[src/rtl/gate_truth_table_sequencer.sv]
// rtl/gate_truth_table_sequencer.sv - exhaustive truth-table self-check sequencer for one N-input gate
module gate_truth_table_sequencer #(
  parameter int                     N_IN   = 2,
  parameter logic [(2**N_IN)-1:0]   TRUTH  = 4'b1110,
  parameter int                     SETTLE = 2
) (
  input  logic                    clk,
  input  logic                    rst,
  input  logic                    start,
  input  logic                    abort,
  input  logic                    dut_y,
  output logic [N_IN-1:0]         dut_in,
  output logic                    busy,
  output logic                    done,
  output logic                    pass,
  output logic [(2**N_IN)-1:0]    fail_mask
);

  localparam int NV = 2**N_IN;
  localparam int CW = (SETTLE > 1) ? $clog2(SETTLE) : 1;
  localparam logic [CW-1:0]   CNT_LAST = CW'(SETTLE - 1);
  localparam logic [N_IN-1:0] IDX_LAST = N_IN'(NV - 1);

  typedef enum logic [1:0] {
    IDLE = 2'd0,
    RUN  = 2'd1,
    DONE = 2'd2
  } state_t;

  state_t          state;
  logic [N_IN-1:0] idx;
  logic [CW-1:0]   cnt;
  logic            mismatch;
  logic [NV-1:0]   sampled_mask;

  // Mask as it will look once the current vector's result is written, so the
  // final pass decision already includes the last sample.
  always_comb begin
    mismatch          = (dut_y != TRUTH[idx]);
    sampled_mask      = fail_mask;
    sampled_mask[idx] = mismatch;
  end

  // Run FSM: step through every input vector, hold each SETTLE cycles, record mismatches.
  always_ff @(posedge clk) begin
    if (rst) begin
      state     <= IDLE;
      dut_in    <= '0;
      busy      <= 1'b0;
      done      <= 1'b0;
      pass      <= 1'b0;
      fail_mask <= '0;
      idx       <= '0;
      cnt       <= '0;
    end else begin
      case (state)
        IDLE: begin
          done <= 1'b0;
          if (start) begin
            state     <= RUN;
            fail_mask <= '0;
            pass      <= 1'b0;
            idx       <= '0;
            cnt       <= '0;
            dut_in    <= '0;
            busy      <= 1'b1;
          end
        end
        RUN: begin
          if (abort) begin
            // Partial fail_mask is kept so a supervisor can see how far the run got.
            state  <= IDLE;
            busy   <= 1'b0;
            dut_in <= '0;
            pass   <= 1'b0;
            idx    <= '0;
            cnt    <= '0;
          end else if (cnt < CNT_LAST) begin
            cnt <= cnt + 1'b1;
          end else begin
            fail_mask <= sampled_mask;
            cnt       <= '0;
            if (idx != IDX_LAST) begin
              idx    <= idx + 1'b1;
              dut_in <= idx + 1'b1;
            end else begin
              state  <= DONE;
              dut_in <= '0;
              busy   <= 1'b0;
              done   <= 1'b1;
              pass   <= ~|sampled_mask;
            end
          end
        end
        DONE: begin
          state <= IDLE;
          done  <= 1'b0;
          idx   <= '0;
        end
        default: begin
          state <= IDLE;
          done  <= 1'b0;
          busy  <= 1'b0;
        end
      endcase
    end
  end

endmodule

[config.mk]
export PLATFORM = sky130hd
export DESIGN_NAME = gate_truth_table_sequencer
export DESIGN_NICKNAME = d
export VERILOG_FILES = /design/src/rtl/gate_truth_table_sequencer.sv
export SDC_FILE = /design/constraint.sdc
export NUM_CORES = 1
export LEC_CHECK = 0
export ABC_AREA = 1
export BUFFER_PORTS_ARGS = -buffer_cell sky130_fd_sc_hd__buf_2
export CORE_ASPECT_RATIO = 1.1
export CORE_MARGIN = 8
export CORE_UTILIZATION = 47
export DETAILED_ROUTE_END_ITERATION = 6
export GPL_TIMING_DRIVEN = 0
export PLACE_DENSITY_LB_ADDON = 0.05
export SLEW_MARGIN = 20
export SYNTH_ARGS = -nofsm -noshare
export SYNTH_HDL_FRONTEND = slang
export SYNTH_SLANG_ARGS = --single-unit
[constraint.sdc]
create_clock -name clk -period 1.3 [get_ports clk]
set_input_delay 0.26 -clock clk [delete_from_list [all_inputs] [get_ports clk]]
set_output_delay 0.26 -clock clk [all_outputs]
set_load 0.01 [all_outputs]
-- Word level (Yosys, flattened, before mapping)
Index checks and enable logic that the tools add are counted.
- output and inout port bits: 9
- logic and storage cells: 79
- flip-flop bits (word level): 14
- bitwise operators: 5
- eq/ne operators: 10
- reductions and logical operators: 15
- add/sub/neg operators: 2
- order comparisons: 3
- mux-type cells: 36
- operators with widths (kind ; count):
    $mux W2 ; 11
    $reduce_and A4 Y1 ; 4
    $mux W1 ; 12
    $mux W4 ; 3
    $ne A3 B3 Y1 const B ; 3
    $reduce_and A3 Y1 ; 3
    $ne A2 B2 Y1 const B ; 4
    $pmux W2 S2 ; 2
    $pmux W4 S2 ; 1
    $pmux W2 S3 ; 1
    $not A1 Y1 ; 5
    $bwmux W4 ; 1
    $pmux W1 S2 ; 2
    $reduce_or A4 Y1 ; 1
    $lt A2 B3 Y1 const B ; 1
    $pmux W1 S3 ; 1
    $reduce_bool A3 Y1 ; 1
    $add A2 B1 Y2 const B ; 1
    $bmux W1 S2 ; 1
    $demux W1 S2 ; 1
    $eq A2 B1 Y1 const B ; 1
    $eq A2 B2 Y1 const B ; 1
    $ge A2 B1 Y1 const B ; 1
    $logic_not A2 Y1 ; 1
    8 further kinds ; 8

-- Longest topological paths before layout
Gate-level depths: netlist of run 1.
- depth in word-level cells: 11
- mapped depth: 10
- mapped depth without buffers: 10

-- Worst setup path before layout of run 1
No wires, ideal clock.
- path kind: flip-flop to flip-flop
- start: register idx[0]
- end: register pass
- cell stages (with the launch flop): 9
- buffers on the path: 0
- data arrival time: 1.254 ns
- slack: -0.021 ns
- cells stage by stage: dfxtp_1 > inv_1 > ha_1 > or2_2 > nand2_1 > nand2_1 > nor2_1 > nand2_1 > a21oi_2
- cells in the longest elaborated chain, start to end: 11
- elaborated cells on any way between the ends: 18
- ends and longest elaborated chain (item ; RTL line ; source):
    start, declared ; 31 ; logic [N_IN-1:0] idx;
    start signal, assigned ; 84 ; idx <= idx + 1'b1;
    $lt A2 B3 Y1 (implied by the code) or $ge A2 B1 Y1 (tied branches) ; 41 ; sampled_mask[idx] = mismatch;
    $logic_and A1 B1 Y1 (implied by the code) ; 41 ;
    $mux W1 (implied by the code) ; 41 ;
    $demux W1 S2 ; 41 ;
    $bwmux W4 ; 41 ;
    $reduce_or A4 Y1 ; 91 ; pass <= ~|sampled_mask;
    $logic_not A1 Y1 ; 91 ;
    $mux W1 ; 83 ; if (idx != IDX_LAST) begin
    $mux W1 ; 78 ; end else if (cnt < CNT_LAST) begin
    $mux W1 ; 70 ; if (abort) begin
    $pmux W1 S2 ; 56 ; case (state)
    end signal, assigned ; 91 ;
    end, declared ; 15 ; output logic pass,
Several ways; a longest one is shown, not always the timed one. The select of a mux whose other input is x is not followed.
A chain may end at the register's enable or synchronous reset.

-- Worst setup path in the final report of run 1
Same ends and word-level chain as after synthesis.

==> summary.md, run 1 <==
| Metric | Value |
|---|---|
| Status | completed |
| Slew headroom | 0.609 |
| Fin util | 0.684 |
| Drt drc | 0 |
| RePlAce Congestion | between 0.7 and 0.8 |
| Final hold viol count | 0 |
| Worst min-delay path class | primary input to flip-flop |
| Initial Util | 0.503 |
| Total gr overflow | 0 |
| WP data arrival | 1.43 ns |
| Full die area | between 0.003 and 0.004 mm² |
| CTS tree | built |
| Max-cap violations | 0 |
| CP required | roughly 1.5 ns |
| Footprint of the multi-input gates | slightly below 600 µm² |
| Routed wire length | a little under 2 mm |
| CP Class | flip-flop to flip-flop |
| Worst path cell trace | buf_4 > ha_1 > a31oi_2 > nor2_2 > nand2_1 > a21oi_2 |
| Number of fill cells | 137 |
| Die Wd | about 55 µm |
| Clock skew | 0.00704 ns |
| Critical path startpoint category | flip-flop |
| Clock root buffer | clkbuf_4 |
| Post-synthesis register bit count | 14 |
| Achievable Freq | slightly below 800 MHz |
| Total GRT Usage | 0.116 |
| Slowest cell delay on critical path | roughly 0.38 ns |
| PortBufs | 13 |
| Top cells by area, synth | dfxtp_1 35%, nand2_1 12%, ha_1 7.8% |
| Setup violations, final | 0 |
| Post-synth net total | approximately 120 |
| Warnings from Yosys | 0 |
| Synth Cell Area | between 800 and 900 µm² |
| Register Area | a little under 300 µm² |
| Crit-path max FO | 3 |
| Slowest-stage cell, CP | dfxtp_4 |
| Syn Area/Cell | 7.16 µm² |
| Routed vias/inst | between 5 and 6 |
| Power density cells | 968 mW/mm² |
| Core area | 0.00160 mm² |
| CTS Buf Count | 3 |
| Final-stage net count | about 150 |
| Clock-pin slew on the worst setup and hold paths | roughly 0.09 ns |
| Row count | 15 |
| Syn Inst Count | between 100 and 150 |
| Least-Margin Pin Slew | roughly 0.59 ns |
| Seq/Total Area, Yosys | 0.349 |
| Vias in the first global route | between 600 and 700 |
| Post-DP HPWL | ~1.3 mm |
| # diodes | 0 |
| H-tree Lvls | 1 |
| Iteration-0 DRC Markers | 23 |
| Yosys top cell by area | dfxtp_1 |
| Max Slew Vio Count | 0 |
| First-pass GRT wire length | 3.07 mm |
| DRT Pass-1 Iters | 4 |
| Routed length per placed instance | 13.0 µm |
| Largest net degree at the start of global routing | 11 |
| Maximum VDD drop | a little under 0.7 mV |
| Synth top area share | 0.349 |
| DRT antenna net count | 0 |
| Share of cells above drive strength 1 | 0.496 |
| Sink Count | 14 |
| Leak pwr | around 0.00047 µW |
| Area grow syn2layout | 36.0% |
| RSZ-0062 raised after global routing | yes |
| Synth unique cells | 24 |
| Clk buf depth | 2 |
| CTS hold repair buffers | 0 |
| Initial antenna violation count | 0 |
| DR vias | approximately 780 |
| Clk Latency, worst-skew pair | between 0.2 and 0.3 ns |
| PnR Total Power | between 1000 and 1500 µW |
| CP Capture Type | flip-flop |
| Min Tclk post-route | ~1.3 ns |
| Die height | a little under 60 µm |
| IO Pins | 14 |
| Tcrit/Tclk final | 0.989 |
logic make-up (layout without fill, tap and decap cells):
kind of cell    count (synthesis)  count (layout)  synth area share
compound gates                 19              19             0.147
fa+ha+maj                       5               5            0.0780
buf+inv                        15              36            0.0702
flops                          14              14             0.349
simple gates                   59              59             0.356
cell usage in the layout (no fill, tap or decap), types with 4 or more instances in the layout:
| cell type | count |
|---|---|
| a21oi_1 | 8 |
| buf_4 | 5 |
| nand2_2 | 7 |
| inv_2 | 5 |
| nor2_2 | 7 |
| inv_1 | 7 |
| nor2_1 | 6 |
| buf_2 | 13 |
| dfxtp_1 | 10 |
| nand3_1 | 4 |
| ha_4 | 4 |
| nand2_1 | 20 |
final timing paths:
path,start,slack [ns],end,depth (start not counted)
hold reg to reg,pass,0.48,pass,2
setup / recovery,idx[0],0.01,pass,6
hold / removal,rst,0.25,idx[0],4
setup reg to reg,idx[0],0.01,pass,6
final cells by class:
class,count,share of cell area
buffer,1,0.00344
clock buffer,3,0.0206
inverter,14,0.0573
multi-input combinational,83,0.539
sequential,14,0.266
tap,17,0.0195
timing repair buffer,18,0.0940
sequential cells by signal, indices dropped and copies added, names as in the netlist:
signal     cells
busy           1
dut_in         2
fail_mask      4
state          2
idx            2
cnt            1
pass           1
done           1
cells in the mapped netlist (all sizes together):
cell / number
a211oi: 1
a21oi: 10
a31oi: 2
clkbuf: 1
dfxtp: 14
ha: 5
inv: 14
nand2: 29
nand3: 7
nand4: 1
nor2: 16
nor3: 4
o21a: 1
o21ai: 5
or2: 2
layer usage:
layer | GRT usage | vias to the layer above | wire [µm]
li1 | - | 403 | -
met1 | 0.140 | 351 | 887
met2 | 0.183 | 20 | 916
met3 | 0.0386 | 4 | 116
met4 | 0.0528 | 0 | 27
met5 | 0 | - | 0
power breakdown:
group          total, µW  internal [µW]  switching [µW]
sequential           474            450            24.0
combinational        337            143             194
clock                246            107             138
total               1060            699             356
worst max-delay path: cells and delay by family (launching register included):
kind | cells | cell delay (ns)
compound gates | 2 | 0.28
simple gates | 2 | 0.13
flops | 1 | 0.38
fa+ha+maj | 1 | 0.22
buf+inv | 1 | 0.14
repair_timing:
item                                    in CTS  in global routing
endpoints found under the setup margin       2                 10
gates resized for setup                     19                 21
pin swaps                                    4                  7
buffers inserted                             3                  2
stage by stage:
step / setup TNS (ns) / area [µm²] / hold slack (ns) / worst slack, ns / instances
after global routing: -0.127 / 1090 / 0.270 / -0.0711 / 150
after floorplan: 0 / 803 / 0.427 / 0.0264 / 112
after CTS: -0.00864 / 1010 / 0.250 / -0.00864 / 148
after detailed placement: -0.178 / 890 / 0.465 / -0.122 / 142
final: 0 / 1090 / 0.248 / 0.0143 / 150
after global placement: -0.134 / 890 / 0.458 / -0.114 / 142
Note: power is estimated with default switching activity, not from simulation.
==> run 2: changes to the inputs <==
==> constraint.sdc (replaced) <==
create_clock -name clk -period 1.4 [get_ports clk]
set_input_delay 0.28 -clock clk [delete_from_list [all_inputs] [get_ports clk]]
set_output_delay 0.28 -clock clk [all_outputs]
set_load 0.01 [all_outputs]
==> run 2 against run 1 <==
Effect of this change:
- flip-flop and latch count unchanged
- power down 7.1%
- clock power up 22%
- design area down 10%
- final cell count down 2.0%
- worst hold slack better by 0.021 ns
- clock skew down 0.0016 ns
- clock-buffer cell count up 1
- global-route usage down 0.59 points
- non-clock buffer count down 4
- largest power group unchanged
==> summary.md, run 2 (synthesis gave the netlist of run 1 again) <==
| Metric | Value |
|---|---|
| Vias in the first global route | between 700 and 800 |
| Max Slew Vio Count | 0 |
| CTS hold repair buffers | 0 |
| Die height | 59.3 µm |
| Sw power | 309 µW |
| Worst min-delay path class | primary input to flip-flop |
| # diodes | 0 |
| Achievable Freq | between 700 and 800 MHz |
| Initial Util | 0.503 |
| Post-DP HPWL | between 1 and 1.5 mm |
| Total negative slack | 0 ns |
| CTS tree | built |
| Slowest cell delay on critical path | between 0.3 and 0.4 ns |
| CP Capture Type | flip-flop |
| DRT Pass-1 Iters | 4 |
| Largest Register | fail_mask |
| Die Wd | 55.4 µm |
| CP top delay family | simple AND/OR/NAND/NOR gates |
| Slew headroom | 0.643 |
| Row count | 15 |
| Final-stage net count | 141 |
| Routed length per placed instance | 12.3 µm |
| Share of cells above drive strength 1 | 0.369 |
| Critical path startpoint category | flip-flop |
| Power density cells | ~1000 mW/mm² |
| Routed wire length | about 1.8 mm |
| Clk Latency, worst-skew pair | between 0.2 and 0.3 ns |
| IO Pins | 14 |
| Most frequent cells in the layout | 24 x nand2_1, 13 x buf_2, 12 x dfxtp_1, 9 x inv_1, 9 x nor2_1 |
| Setup violations, final | 0 |
| PortBufs | 13 |
| Hold EP | idx[0] |
| Min Tclk post-route | 1.33 ns |
| DR vias | between 700 and 800 |
| First-pass GRT wire length | between 3 and 4 mm |
| CTS Buf Count | 3 |
| CP Class | flip-flop to flip-flop |
| CP Buf/Inv Count | 1 |
| Worst r2r src | idx[0] |
| Worst Min Path Start | rst |
| Fin cells | ~150 |
| Maximum VDD drop | 0.732 mV |
| Clock-pin slew on the worst setup and hold paths | approximately 0.090 ns |
| R2r worst-path depth | 8 |
| Max reg flops | 4 |
| Inst Count DP | around 140 |
| Commonest non-fill, non-tap cell in the layout | nand2_1 |
| Routed vias/inst | 5.12 |
| Total gr overflow | 0 |
| Drt drc | 0 |
| Full die area | ~0.0033 mm² |
| R2R Path End | pass |
| Crit-path max FO | 5 |
| Status | completed |
| Area grow syn2layout | 22.3% |
| Worst path cell trace | inv_4 > ha_1 > or2_4 > nand2_1 > nand2_1 > nor2_2 > nand2_1 > a21oi_2 |
| Logic pwr share | 0.253 |
| Least-Margin Pin Slew | between 0.5 and 0.6 ns |
| Clock root buffer | clkbuf_4 |
| Final hold viol count | 0 |
| Largest net degree at the start of global routing | 11 |
| Iteration-0 DRC Markers | 14 |
| Sw frac | 0.315 |
| Leak pwr | 0.000442 µW |
| Sink Count | 14 |
| H-tree Lvls | 1 |
| Initial antenna violation count | 0 |
| Core area | approximately 0.0016 mm² |
| DRT antenna net count | 0 |
| CP required | roughly 1.6 ns |
| RePlAce Congestion | between 0.8 and 0.9 |
| Max-cap violations | 0 |
| Worst Hold Path Cells | 4 |
| Most frequent CP cell | nand2_1 |
| WP data arrival | between 1.5 and 2 ns |
| Tcrit/Tclk final | 0.949 |
| Clk buf depth | 2 |
| Total GRT Usage | 0.111 |
| Internal Power | between 600 and 700 µW |
| Slowest-stage cell, CP | dfxtp_4 |
| Clock skew | between 0.005 and 0.006 ns |
| R2R Setup Slk | about 0.071 ns |
| Clock network fraction of total power | 0.306 |
| Sequential power share | 0.441 |
-- run 2: power by group through the flow --
stage | registers (µW) | clock network (µW) | logic (µW)
global placement | 439 | 0 | 211
detailed placement | 440 | 0 | 215
finish | 433 | 300 | 248
CTS | 431 | 314 | 225
global route | 435 | 318 | 278
floorplan | 442 | 0 | 158
-- run 2: per-stage QoR --
step | setup WS (ns) | total power (µW) | util | area, µm² | hold slack (ns)
final | 0.0713 | 980 | 0.615 | 981 | 0.269
after global routing | -0.00820 | 1030 | 0.615 | 981 | 0.307
after floorplan | 0.0787 | 600 | - | 802 | 0.454
after detailed placement | -0.0886 | 655 | 0.557 | 888 | 0.464
after global placement | -0.0674 | 651 | 0.557 | 888 | 0.458
after CTS | 0.00845 | 971 | 0.587 | 937 | 0.270
-- run 2: final cells by class --
class	instances	area [µm²]
Buffer	1	3.75
Multi-Input combinational cell	83	504
Inverter	14	55.1
Sequential cell	14	288
Timing Repair Buffer	14	72.6
Fill cell	143	614
Tap cell	17	21.3
Clock buffer	4	36.3
-- run 2: what timing repair did --
action,4_1_cts,5_1_grt
pin swaps,0,2
setup endpoints to repair,1,3
buffers inserted,1,0
gates resized for setup,4,14
-- run 2: routing by layer --
| layer | global-route usage | wire length (µm) | share of wire |
|---|---|---|---|
| met3 | 0.0343 | 101 | 0.056 |
| met1 | 0.126 | 823 | 0.45 |
| met2 | 0.173 | 816 | 0.45 |
| met5 | 0 | 0 | 0 |
| met4 | 0.0775 | 70 | 0.039 |
-- run 2: tightest hold or removal path, stage by stage --
cell and delay [ns]:
buf_2 0.08, inv_1 0.06, nand2_1 0.07, nor2_1 0.03
-- run 2: how the worst max path moves through the flow --
stage	start	end	slack, ns	cells after the start
3_5_place_dp	idx[0]	pass	-0.09	8
5_1_grt	idx[0]	pass	-0.008	8
4_1_cts	idx[1]	pass	0.008	7
2_1_floorplan	idx[0]	pass	0.08	8
3_3_place_gp	idx[0]	pass	-0.07	8
6_report	idx[0]	pass	0.07	8
==> run 3: changes to the inputs <==
--- a/config.mk
+++ b/config.mk
@@ -6,10 +6,10 @@
 export NUM_CORES = 1
 export LEC_CHECK = 0
 export ABC_AREA = 1
-export BUFFER_PORTS_ARGS = -buffer_cell sky130_fd_sc_hd__buf_2
+export BUFFER_PORTS_ARGS = -buffer_cell sky130_fd_sc_hd__buf_4
 export CORE_ASPECT_RATIO = 1.1
 export CORE_MARGIN = 8
-export CORE_UTILIZATION = 47
+export CORE_UTILIZATION = 40
 export DETAILED_ROUTE_END_ITERATION = 6
 export GPL_TIMING_DRIVEN = 0
 export PLACE_DENSITY_LB_ADDON = 0.05
==> run 3 against run 2 <==
Effect of this change:
- design area is 6.0% higher
- fmax is 0.65% higher
- routed wire length hardly changed
- register-to-register slack hardly changed
- largest power group unchanged
- non-clock buffer count stayed put
==> summary.md, run 3 (synthesis gave the netlist of run 1 again) <==
| Metric | Value |
|---|---|
| Status | completed |
| Sink Count | 14 |
| Area grow syn2layout | 29.6% |
| Clock root buffer | clkbuf_4 |
| WP data arrival | between 1.5 and 2 ns |
| RSZ-0062 raised after global routing | no |
| Worst setup path startpoint | idx[0] |
| Full die area | around 0.0037 mm² |
| Worst Min Path Start | rst |
| R2r worst-path depth | 8 |
| Least-Margin Pin Slew | 0.504 ns |
| CP Capture Type | flip-flop |
| Routed length per placed instance | between 10 and 15 µm |
| Core area | 0.00196 mm² |
| CP Class | flip-flop to flip-flop |
| # diodes | 0 |
| Critical path startpoint category | flip-flop |
| DR vias | roughly 770 |
| Leak pwr | roughly 0.00044 µW |
| Post-DP HPWL | ~1.4 mm |
| DRT Pass-1 Iters | 4 |
| Routed vias/inst | approximately 5 |
| RePlAce Congestion | approximately 0.87 |
| Largest Register | fail_mask |
| Sequential power share | 0.441 |
| Die Wd | between 50 and 60 µm |
| PortBufs | 13 |
| Clock-pin slew on the worst setup and hold paths | roughly 0.10 ns |
| R2R Path End | pass |
| Maximum VDD drop | 0.559 mV |
| Total gr overflow | 0 |
| Hold EP | idx[1] |
| Final worst slack | 0.0798 ns |
| Slowest cell delay on critical path | ~0.38 ns |
| Total GRT Usage | 0.107 |
| Clk buf depth | 2 |
| Sw frac | 0.314 |
| IO Pins | 14 |
| Final instance area | between 0.001 and 0.0015 mm² |
| Iteration-0 DRC Markers | 12 |
| Row count | 17 |
| Initial antenna violation count | 0 |
| Vias in the first global route | between 700 and 800 |
| Hold_ws | 0.271 ns |
| Most frequent cells in the layout | 25 x nand2_1, 14 x buf_4, 11 x dfxtp_1, 9 x inv_1 |
| Drt drc | 0 |
| CTS Buf Count | 3 |
| DR WL met3 | 81 µm |
| Max-cap violations | 0 |
| Clk Latency, worst-skew pair | 0.29 ns |
| Commonest non-fill, non-tap cell in the layout | nand2_1 |
| Power density cells | between 900 and 1000 mW/mm² |
| Final hold viol count | 0 |
| Sw power | approximately 310 µW |
| Final-stage net count | 141 |
| Achievable Freq | 757 MHz |
| DRT antenna net count | 0 |
| Slowest-stage cell, CP | dfxtp_4 |
| CTS hold repair buffers | 0 |
| Worst r2r src | idx[0] |
| CP required | about 1.6 ns |
| Largest net degree at the start of global routing | 11 |
| CTS tree | built |
| First-pass GRT wire length | a little over 3 mm |
| Routed wire length | 1.81 mm |
| Setup violations, final | 0 |
| H-tree Lvls | 1 |
| Logic pwr share | 0.252 |
| Number of fill cells | 215 |
| PnR Total Power | 987 µW |
| Max reg flops | 4 |
| Worst Hold Path Cells | 4 |
| Placed Area | around 930 µm² |
| Worst path cell trace | inv_4 > ha_4 > or2_2 > nand2_1 > nand2_1 > nor2_2 > nand2_1 > a21oi_2 |
| R2R Setup Slk | 0.08 ns |
| Worst min-delay path class | primary input to flip-flop |
| Max Slew Vio Count | 0 |
| Most frequent CP cell | nand2_1 |
| Die height | ~63 µm |
| Fin util | 0.531 |
| Crit-path max FO | 5 |
| Share of cells above drive strength 1 | 0.385 |
| DR top layer | met4 |
| Clock skew | around 0.0074 ns |
| Min Tclk post-route | 1.32 ns |
| WL met1 | 833 µm |
| Tcrit/Tclk final | 0.943 |
| Metal2 WL | between 800 and 900 µm |
| Clock network fraction of total power | 0.307 |
| Initial Util | 0.410 |
| Slew headroom | 0.664 |
| Internal Power | around 680 µW |
| Pre-CTS setup slack | -0.0594 ns |
[run 3: worst max-delay path by stage]
stage	slack [ns]	to	cells after the start
global placement	-0.05	pass	8
CTS	0.02	pass	8
global route	0.002	pass	10
detailed placement	-0.06	pass	8
finish	0.08	pass	8
floorplan	0.08	pass	8
[run 3: repair_timing]
| action | in CTS | in global routing |
|---|---|---|
| hold endpoints to repair | 0 | 0 |
| setup endpoints to repair | 1 | 3 |
| buffers inserted | 1 | 0 |
| pin swaps | 0 | 2 |
| gates resized for setup | 4 | 16 |
[run 3: critical path: cells and delay by family, from the launching register on]
| kind | cells | cell delay (ns) |
|---|---|---|
| and+or+nand+nor | 5 | 0.58 |
| buffers and inverters | 1 | 0.06 |
| AOI/OAI and AO/OA | 1 | 0.10 |
| DFF | 1 | 0.38 |
| adders and majority gates | 1 | 0.15 |
[run 3: through the flow]
step           setup TNS, ns  std cells
3_5_place_dp         -0.0594        153
6_report                   0        158
4_1_cts                    0        158
3_3_place_gp         -0.0500        153
5_1_grt                    0        158
2_1_floorplan              0        112
[run 3: power groups by stage]
stage	clock network, µW	registers, µW	logic [µW]
floorplan	0	442	158
global placement	0	440	219
detailed placement	0	441	220
CTS	316	433	226
global route	341	438	282
finish	303	435	249
[run 3: cell type report]
class	count	area [µm²]	area share
inverters	14	55.1	0.0529
flip-flops and latches	14	289	0.278
repair buffers	14	105	0.101
multi-input cells	83	515	0.496
clock buffers	4	36.3	0.0349
plain buffers	1	3.75	0.00361
well taps	28	35.0	0.0337
[run 3: per-layer routing]
layer / global-route usage / up-vias
met5: 0 / -
met4: 0.0808 / 0
met3: 0.0267 / 8
met2: 0.159 / 21
met1: 0.126 / 338
li1: - / 404
